File: src/rtl/seg_scan.sv
// Two-digit multiplexed 7-segment driver: clamps a binary countdown value, converts it
// to BCD with a one-iteration-per-cycle double-dabble, and scans tens/ones digits.
module seg_scan #(
    parameter int SCAN_DIV  = 50,
    parameter int CLAMP_MAX = 99
) (
    input  logic       clk,
    input  logic       rst,
    input  logic [7:0] num_in,
    input  logic       num_valid,
    input  logic       phase_in,
    output logic [7:0] seg_out,
    output logic [1:0] dig_sel,
    output logic       busy
);

    localparam int             CW        = (SCAN_DIV > 1) ? $clog2(SCAN_DIV) : 1;
    localparam logic [CW-1:0]  SCAN_LAST = CW'(SCAN_DIV - 1);
    localparam logic [7:0]     CLAMP_V   = 8'(CLAMP_MAX);

    typedef enum logic {
        IDLE = 1'b0,
        CONV = 1'b1
    } state_t;

    state_t        state_q;
    logic          busy_q;
    logic [7:0]    bin_q;
    logic [7:0]    bcd_q;
    logic [3:0]    iter_q;
    logic [3:0]    tens_q;
    logic [3:0]    ones_q;

    logic [CW-1:0] scan_q;
    logic [CW-1:0] scan_d;
    logic          ones_act_q;
    logic          ones_act_d;
    logic          phase_q;
    logic [7:0]    seg_q;
    logic [7:0]    seg_d;
    logic [1:0]    dig_q;
    logic [1:0]    dig_d;

    logic [7:0]    num_clamped;
    logic [3:0]    tens_adj;
    logic [3:0]    ones_adj;
    logic [7:0]    bcd_step;
    logic [7:0]    bin_step;

    function automatic logic [7:0] seg_encode(input logic [3:0] d);
        logic [7:0] s;
        case (d)
            4'd0:    s = 8'hC0;
            4'd1:    s = 8'hF9;
            4'd2:    s = 8'hA4;
            4'd3:    s = 8'hB0;
            4'd4:    s = 8'h99;
            4'd5:    s = 8'h92;
            4'd6:    s = 8'h82;
            4'd7:    s = 8'hF8;
            4'd8:    s = 8'h80;
            4'd9:    s = 8'h90;
            default: s = 8'hFF;
        endcase
        return s;
    endfunction

    // One double-dabble step: add 3 to any BCD nibble >= 5, then shift the binary MSB in.
    always_comb begin
        num_clamped = (num_in > CLAMP_V) ? CLAMP_V : num_in;
        tens_adj    = (bcd_q[7:4] >= 4'd5) ? bcd_q[7:4] + 4'd3 : bcd_q[7:4];
        ones_adj    = (bcd_q[3:0] >= 4'd5) ? bcd_q[3:0] + 4'd3 : bcd_q[3:0];
        bcd_step    = {tens_adj[2:0], ones_adj, bin_q[7]};
        bin_step    = {bin_q[6:0], 1'b0};
    end

    // A strobe always wins, so a strobe during CONV restarts from scratch.
    always_ff @(posedge clk or posedge rst) begin
        if (rst) begin
            state_q <= IDLE;
            busy_q  <= 1'b0;
            bin_q   <= 8'd0;
            bcd_q   <= 8'd0;
            iter_q  <= 4'd0;
            tens_q  <= 4'd0;
            ones_q  <= 4'd0;
        end else if (num_valid) begin
            state_q <= CONV;
            busy_q  <= 1'b1;
            bin_q   <= num_clamped;
            bcd_q   <= 8'd0;
            iter_q  <= 4'd0;
        end else begin
            case (state_q)
                IDLE: begin
                    busy_q <= 1'b0;
                end
                CONV: begin
                    if (iter_q == 4'd8) begin
                        tens_q  <= bcd_q[7:4];
                        ones_q  <= bcd_q[3:0];
                        state_q <= IDLE;
                        busy_q  <= 1'b0;
                    end else begin
                        bcd_q  <= bcd_step;
                        bin_q  <= bin_step;
                        iter_q <= iter_q + 4'd1;
                    end
                end
                default: begin
                    state_q <= IDLE;
                    busy_q  <= 1'b0;
                end
            endcase
        end
    end

    // Segments are computed for the digit that becomes active on the same edge as dig_sel.
    always_comb begin
        scan_d     = (scan_q == SCAN_LAST) ? '0 : scan_q + CW'(1);
        ones_act_d = (scan_q == SCAN_LAST) ? ~ones_act_q : ones_act_q;
        dig_d      = ones_act_d ? 2'b10 : 2'b01;
        if (ones_act_d) begin
            seg_d = seg_encode(ones_q) & (phase_q ? 8'h7F : 8'hFF);
        end else if (tens_q == 4'd0) begin
            seg_d = 8'hFF;
        end else begin
            seg_d = seg_encode(tens_q);
        end
    end

    always_ff @(posedge clk or posedge rst) begin
        if (rst) begin
            scan_q     <= '0;
            ones_act_q <= 1'b1;
            phase_q    <= 1'b0;
            dig_q      <= 2'b10;
            seg_q      <= 8'hC0;
        end else begin
            scan_q     <= scan_d;
            ones_act_q <= ones_act_d;
            phase_q    <= phase_in;
            dig_q      <= dig_d;
            seg_q      <= seg_d;
        end
    end

    assign seg_out = seg_q;
    assign dig_sel = dig_q;
    assign busy    = busy_q;

endmodule

File: config.mk
export PLATFORM = sky130hd
export DESIGN_NAME = seg_scan
export DESIGN_NICKNAME = d
export VERILOG_FILES = /design/src/rtl/seg_scan.sv
export SDC_FILE = /design/constraint.sdc
export NUM_CORES = 1
export LEC_CHECK = 0
export ABC_AREA = 1
export CAP_MARGIN = 0
export CORE_UTILIZATION = 59
export CTS_BUF_LIST = sky130_fd_sc_hd__clkbuf_8
export DETAILED_ROUTE_END_ITERATION = 12
export PLACE_DENSITY = 0.81
export SYNTH_ARGS = -nofsm -noshare
export SYNTH_HDL_FRONTEND = slang
export SYNTH_SLANG_ARGS = --single-unit
export TNS_END_PERCENT = 1
File: constraint.sdc
create_clock -name clk -period 2 [get_ports clk]
set_clock_uncertainty 0.15 [all_clocks]
set_input_delay 0.3 -clock clk [delete_from_list [all_inputs] [get_ports clk]]
set_output_delay 0.3 -clock clk [all_outputs]
set_load 0.03 [all_outputs]
==> results.sh, run 1 <==
export IMPL_arrival_ns=1.48
export IMPL_postSynthCellCount=308
export IMPL_port_buffers=22
export IMPL_fmax_ghz=0.519
export IMPL_yosysUniqueCellTypes=37
export IMPL_worstSetupStartpointType="register"
export IMPL_async_flop_share_pct=100
export IMPL_area_delta_synth_final_pct=12.3
export IMPL_cts_hold_buffers=0
export IMPL_ir_worst_vdd_mv=0.367
export IMPL_die_w_um=69.4
export IMPL_clkSinkCount=47
export IMPL_power_density_mw_per_mm2=652
export IMPL_ys_ff_latch=47
export IMPL_max_cap_viol_count=0
export IMPL_core_area_sq_mm=0.00435
export IMPL_worstHoldPathType="in2async"
export IMPL_hpwl_mm=3.19
export IMPL_synth_top_family_by_area="simple AND/OR/NAND/NOR gates"
export IMPL_routed_wl_mm=4.40
export IMPL_synth_edf_count=0
export IMPL_vias_per_cell=5.18
export IMPL_clkTransAtPathRegs_ns=0.10
export IMPL_outcome="complete, no violations"
export IMPL_critPathMaxFanout=1
export IMPL_grt_max_degree=48
export IMPL_synthesis_area_sq_mm=0.00268
export IMPL_htree_levels=2
export IMPL_finalMaxSlewViolations=0
export IMPL_slew_headroom_pct=74.2
export IMPL_period_share_pct=96.3
export IMPL_cts_buffer_depth=2
export IMPL_synthTopCellsByCount="80 x nand2_1, 44 x dfrtp_1, 34 x nand3_1"
export IMPL_die_y_um=69.4
export IMPL_ys_seq_area_share_pct=44.0
export IMPL_finalHoldViolCount=0
export IMPL_overflow=0
export IMPL_muxShareOfSynthArea_pct=0
export IMPL_synth_flop_cell="dfrtp_1"
export IMPL_crit_slowest_cell="clkdlybuf4s50_1"
export IMPL_fin_cells=384
export IMPL_p_leak_uw=0.00143
export IMPL_worst_setup_path_type="reg2out"
export IMPL_clock_latency_ns=0.31
export IMPL_critPathTopFamily="buffers and inverters"
export IMPL_synth_area_leaders="dfrtp_1 41%, nand2_1 11%, ha_1 8.4%, nand3_1 6.3%, inv_1 4.6%"
export IMPL_grt_pass1_wl_mm=7.94
export IMPL_drtAntennaViolNets=0
export IMPL_timing_critical_path_buf_inv=1
export IMPL_place_inst=376
export IMPL_cts_made_buffers=5
export IMPL_remaining_drc_errors=0
export IMPL_nets=361
export IMPL_num_vias=1991
export IMPL_yosysMostFrequentCell="nand2_1"
export IMPL_first_pass_iters=4
export IMPL_synth_fa_ha_area_share_pct=8.40
export IMPL_post_cts_buffers=0
export IMPL_cts_tree="yes"
export IMPL_drive_above_1_share_pct=12.0
export IMPL_setup_viol=0
export IMPL_synth_compound_area_share_pct=10.7
export IMPL_hold_ws_ns=0.196
export IMPL_worstMarginPinSlew_ns=0.384
export IMPL_cts_resized=0
export IMPL_ios=23
export IMPL_drt_iter0_markers=80
export IMPL_synth_nets=338
export IMPL_die_area_sq_mm=0.00482
export IMPL_cp_end_kind="output pin"
export IMPL_gp_congestion=0.795
export IMPL_initial_core_util_pct=61.6
export IMPL_synth_simple_gate_area_share_pct=27.0
export IMPL_fp_row_count=24
export IMPL_cts_root_buf="clkbuf_8"
export IMPL_path_cells="clkdlybuf4s50_1"
export IMPL_grt_pass1_vias=1960
export IMPL_synth_largest_area_cell="dfrtp_1"
export IMPL_rsz0062_at_grt="false"
export IMPL_synth_top_area_share_pct=41.1
export IMPL_nFillCells=363
export IMPL_synth_xor_area_share_pct=0.980
export IMPL_wl_per_cell_um=11.4
export IMPL_period_minus_slack_ns=1.93
export IMPL_syn_area_per_cell_sq_um=8.71
export IMPL_grt_use_total_pct=20.5
export IMPL_antenna_found_initial=0
export IMPL_yosys_warnings=0
export IMPL_slowest_delay_ns=0.65
export IMPL_fin_setup_tns_ns=0
export IMPL_cp_required_ns=1.55
export IMPL_antennaDiodeCount=0
worst paths after layout:
path | cells after the start | startpoint | to | slack, ns
worst max-delay path | 1 | seg_out[7] | seg_out[7] | 0.07
worst min-delay path | 3 | rst | ones_q[0] | 0.20
worst max register to register | 8 | iter_q[0] | bin_q[0] | 0.28
worst min register to register | 1 | phase_q | seg_out[7] | 0.24
max in group asynchronous | 3 | rst | seg_out[6] | 1.23
min in group clk | 1 | phase_q | seg_out[7] | 0.24
where the power goes:
part | leakage (uW) | internal [uW] | switching, uW
Sequential | 0.000566 | 991 | 32.2
Clock | 0.0000556 | 368 | 323
Combinational | 0.000811 | 103 | 147
cell type report:
class,instances,area [sq um],area share [%]
Clock buffer,5,68.8,2.29
Clock inverter,3,41.3,1.37
Inverter,37,141,4.70
Multi-Input combinational cell,216,1260,42.0
Sequential cell,47,1180,39.2
Tap cell,52,65.1,2.16
Timing Repair Buffer,24,250,8.31
cells in the final DEF (no fill, tap or decap), types with 2 or more instances in the layout:
cell type        count
nand2_1             80
dfrtp_1             44
nand3_1             34
inv_1               33
clkdlybuf4s50_1     21
ha_1                18
nor2_1              17
o21ai_0             11
a21oi_1             10
o21ai_1             10
o21ai_2              8
clkbuf_8             5
inv_2                4
nand2_4              3
o21bai_1             3
nand4_1              3
dfstp_2              3
xor2_1               2
or2_2                2
state kept, by name (all words and copies together), names as in the netlist:
name     flops
busy         1
state_q      1
tens_q       4
ones_q       4
iter_q       4
phase_q      1
seg_out      8
bin_q        8
dig_sel      2
scan_q       6
bcd_q        8
cells by family after synthesis:
| kind of cell | Yosys count |
|---|---|
| xor+xnor | 3 |
| buf+inv | 45 |
| fa+ha+maj | 18 |
| flops | 47 |
| compound gates | 46 |
| simple gates | 149 |
routing by layer:
layer	up-vias	wire, um	share of wire (%)	GRT usage, %
met5	-	0	0	0
met1	914	2010	46	24.5
met3	7	125	2.8	3.92
li1	1039	-	-	-
met4	0	86	2.0	11.1
met2	31	2170	49	35.0
stage by stage:
step	setup WS, ns	cell area [sq um]	utilization (%)	power, uW
2_1_floorplan	0.439	2680	-	1220
3_3_place_gp	0.307	2900	66.6	1290
3_5_place_dp	0.267	2900	66.6	1290
4_1_cts	0.0159	3010	69.1	1980
5_1_grt	0.0472	3010	69.1	2050
6_report	0.0736	3010	69.1	1960
Power figures use the tool's default switching activity.
==> run 2: changes to the inputs <==
Settings changed: CAP_MARGIN 0 to not set, CORE_MARGIN set to 2.
Clock period 2 ns to 2.2 ns, I/O delays scaled along.
==> run 2 against run 1 <==
  * Worst hold slack lost 0.026 ns
  * Critical endpoint is now dig_sel[1]
  * Worst setup slack gained 0.13 ns
  * Die area grew 5.8%
  * Clock power shrank 18%
  * Global-route usage shrank 0.18 points
  * Core utilization shrank 0.20 points
  * Largest power group unchanged
  * Clock-buffer cell count grew 2
==> results.sh, run 2 (synthesis results as in run 1) <==
export IMPL_seq_area_sq_mm=0.00118
export IMPL_nets=361
export IMPL_p_comb_share_pct=13.2
export IMPL_die_w_um=71.4
export IMPL_worstHoldPathType="in2async"
export IMPL_fin_cells=384
export IMPL_area_delta_synth_final_pct=11.9
export IMPL_multiInputGateArea_sq_mm=0.00126
export IMPL_cts_hold_buffers=0
export IMPL_timing_critical_path_buf_inv=1
export IMPL_drtAntennaViolNets=0
export IMPL_cts_buffer_depth=2
export IMPL_setup_viol=0
export IMPL_finalHoldViolCount=0
export IMPL_clockPowerShare_pct=32.9
export IMPL_worstMarginPinSlew_ns=0.404
export IMPL_finalMaxSlewViolations=0
export IMPL_cp_required_ns=1.72
export IMPL_power_switching_uw=445
export IMPL_clock_latency_ns=0.30
export IMPL_vias_per_cell=5.22
export IMPL_grt_pass1_wl_mm=8.35
export IMPL_swShare_pct=25.8
export IMPL_die_y_um=71.4
export IMPL_drt_iter0_markers=81
export IMPL_final_cell_mix="80 x nand2_1, 44 x dfrtp_1, 34 x nand3_1, 32 x inv_1, 22 x clkdlybuf4s50_1"
export IMPL_critPathMaxFanout=3
export IMPL_worst_setup_path_type="reg2out"
export IMPL_ir_worst_vdd_mv=0.435
export IMPL_initial_core_util_pct=61.6
export IMPL_antennaDiodeCount=0
export IMPL_arrival_ns=1.52
export IMPL_critPathTopFamily="buffers and inverters"
export IMPL_grt_use_total_pct=20.4
export IMPL_grt_pass1_vias=1992
export IMPL_routed_wl_mm=4.51
export IMPL_drive_above_1_share_pct=12.3
export IMPL_cts_resized=0
export IMPL_grt_max_degree=31
export IMPL_path_depth=1
export IMPL_cp_end_kind="output pin"
export IMPL_reg2reg_depth=8
export IMPL_period_minus_slack_ns=2.00
export IMPL_path_cells="clkdlybuf4s50_1"
export IMPL_outcome="complete, no violations"
export IMPL_clkSinkCount=47
export IMPL_pwr_share_seq_pct=54.0
export IMPL_place_inst=376
export IMPL_cts_made_buffers=5
export IMPL_hold_ws_ns=0.170
export IMPL_slew_headroom_pct=72.8
export IMPL_max_cap_viol_count=0
export IMPL_worstSetupStartpointType="register"
export IMPL_fin_setup_tns_ns=0
export IMPL_port_buffers=22
export IMPL_remaining_drc_errors=0
export IMPL_fp_row_count=24
export IMPL_cts_root_buf="clkbuf_8"
export IMPL_die_area_sq_mm=0.00510
export IMPL_final_common_cell="nand2_1"
export IMPL_wl_per_cell_um=11.7
export IMPL_crit_slowest_cell="clkdlybuf4s50_1"
export IMPL_overflow=0
export IMPL_ios=23
export IMPL_fmax_ghz=0.500
export IMPL_post_cts_buffers=0
export IMPL_nFillCells=370
export IMPL_total_power_uw=1730
export IMPL_slowest_delay_ns=0.67
export IMPL_period_share_pct=90.8
export IMPL_first_pass_iters=4
export IMPL_core_area_sq_mm=0.00435
export IMPL_hpwl_mm=3.34
export IMPL_clkTransAtPathRegs_ns=0.09
export IMPL_antenna_found_initial=0
export IMPL_p_leak_uw=0.00141
export IMPL_num_vias=2004
export IMPL_rsz0062_at_grt="false"
export IMPL_gp_congestion=0.794
export IMPL_htree_levels=2
export IMPL_cts_tree="yes"
export IMPL_power_internal_uw=1280
export IMPL_power_density_mw_per_mm2=575
[run 2: power groups by stage]
stage	combinational (uW)	sequential (uW)	clock (uW)
floorplan	168	945	0
global placement	222	946	0
detailed placement	229	948	0
CTS	231	931	575
global route	264	937	606
finish	228	931	567
[run 2: cell type report]
cell class,instances,share of cell area [%]
Timing Repair Buffer,24,8.25
Multi-Input combinational cell,216,42.1
Clock buffer,7,3.21
Tap cell,52,2.17
Sequential cell,47,39.3
Inverter,37,4.71
Clock inverter,1,0.250
[run 2: per-layer routing]
| layer | vias to the layer above | routed length [um] | global-route usage (%) |
|---|---|---|---|
| met3 | 6 | 156 | 4.64 |
| met2 | 29 | 2280 | 36.3 |
| met1 | 934 | 2010 | 24.4 |
| met5 | - | 0 | 0 |
| met4 | 0 | 66 | 6.50 |
| li1 | 1035 | - | - |
[run 2: final timing paths]
check / slack [ns] / end / from
max in group asynchronous: 1.25 / bcd_q[5] / rst
worst max register to register: 0.41 / bcd_q[2] / bcd_q[0]
min in group clk: 0.25 / seg_out[7] / phase_q
worst max-delay path: 0.20 / dig_sel[1] / dig_sel[1]
worst min register to register: 0.25 / seg_out[7] / phase_q
worst min-delay path: 0.17 / scan_q[2] / rst
[run 2: stage by stage]
| step | util (%) | area (sq um) | setup WS [ns] |
|---|---|---|---|
| 6_report | 68.9 | 3000 | 0.201 |
| 4_1_cts | 68.9 | 3000 | 0.195 |
| 5_1_grt | 68.9 | 3000 | 0.177 |
| 3_5_place_dp | 66.6 | 2900 | 0.460 |
| 2_1_floorplan | - | 2680 | 0.609 |
| 3_3_place_gp | 66.6 | 2900 | 0.475 |
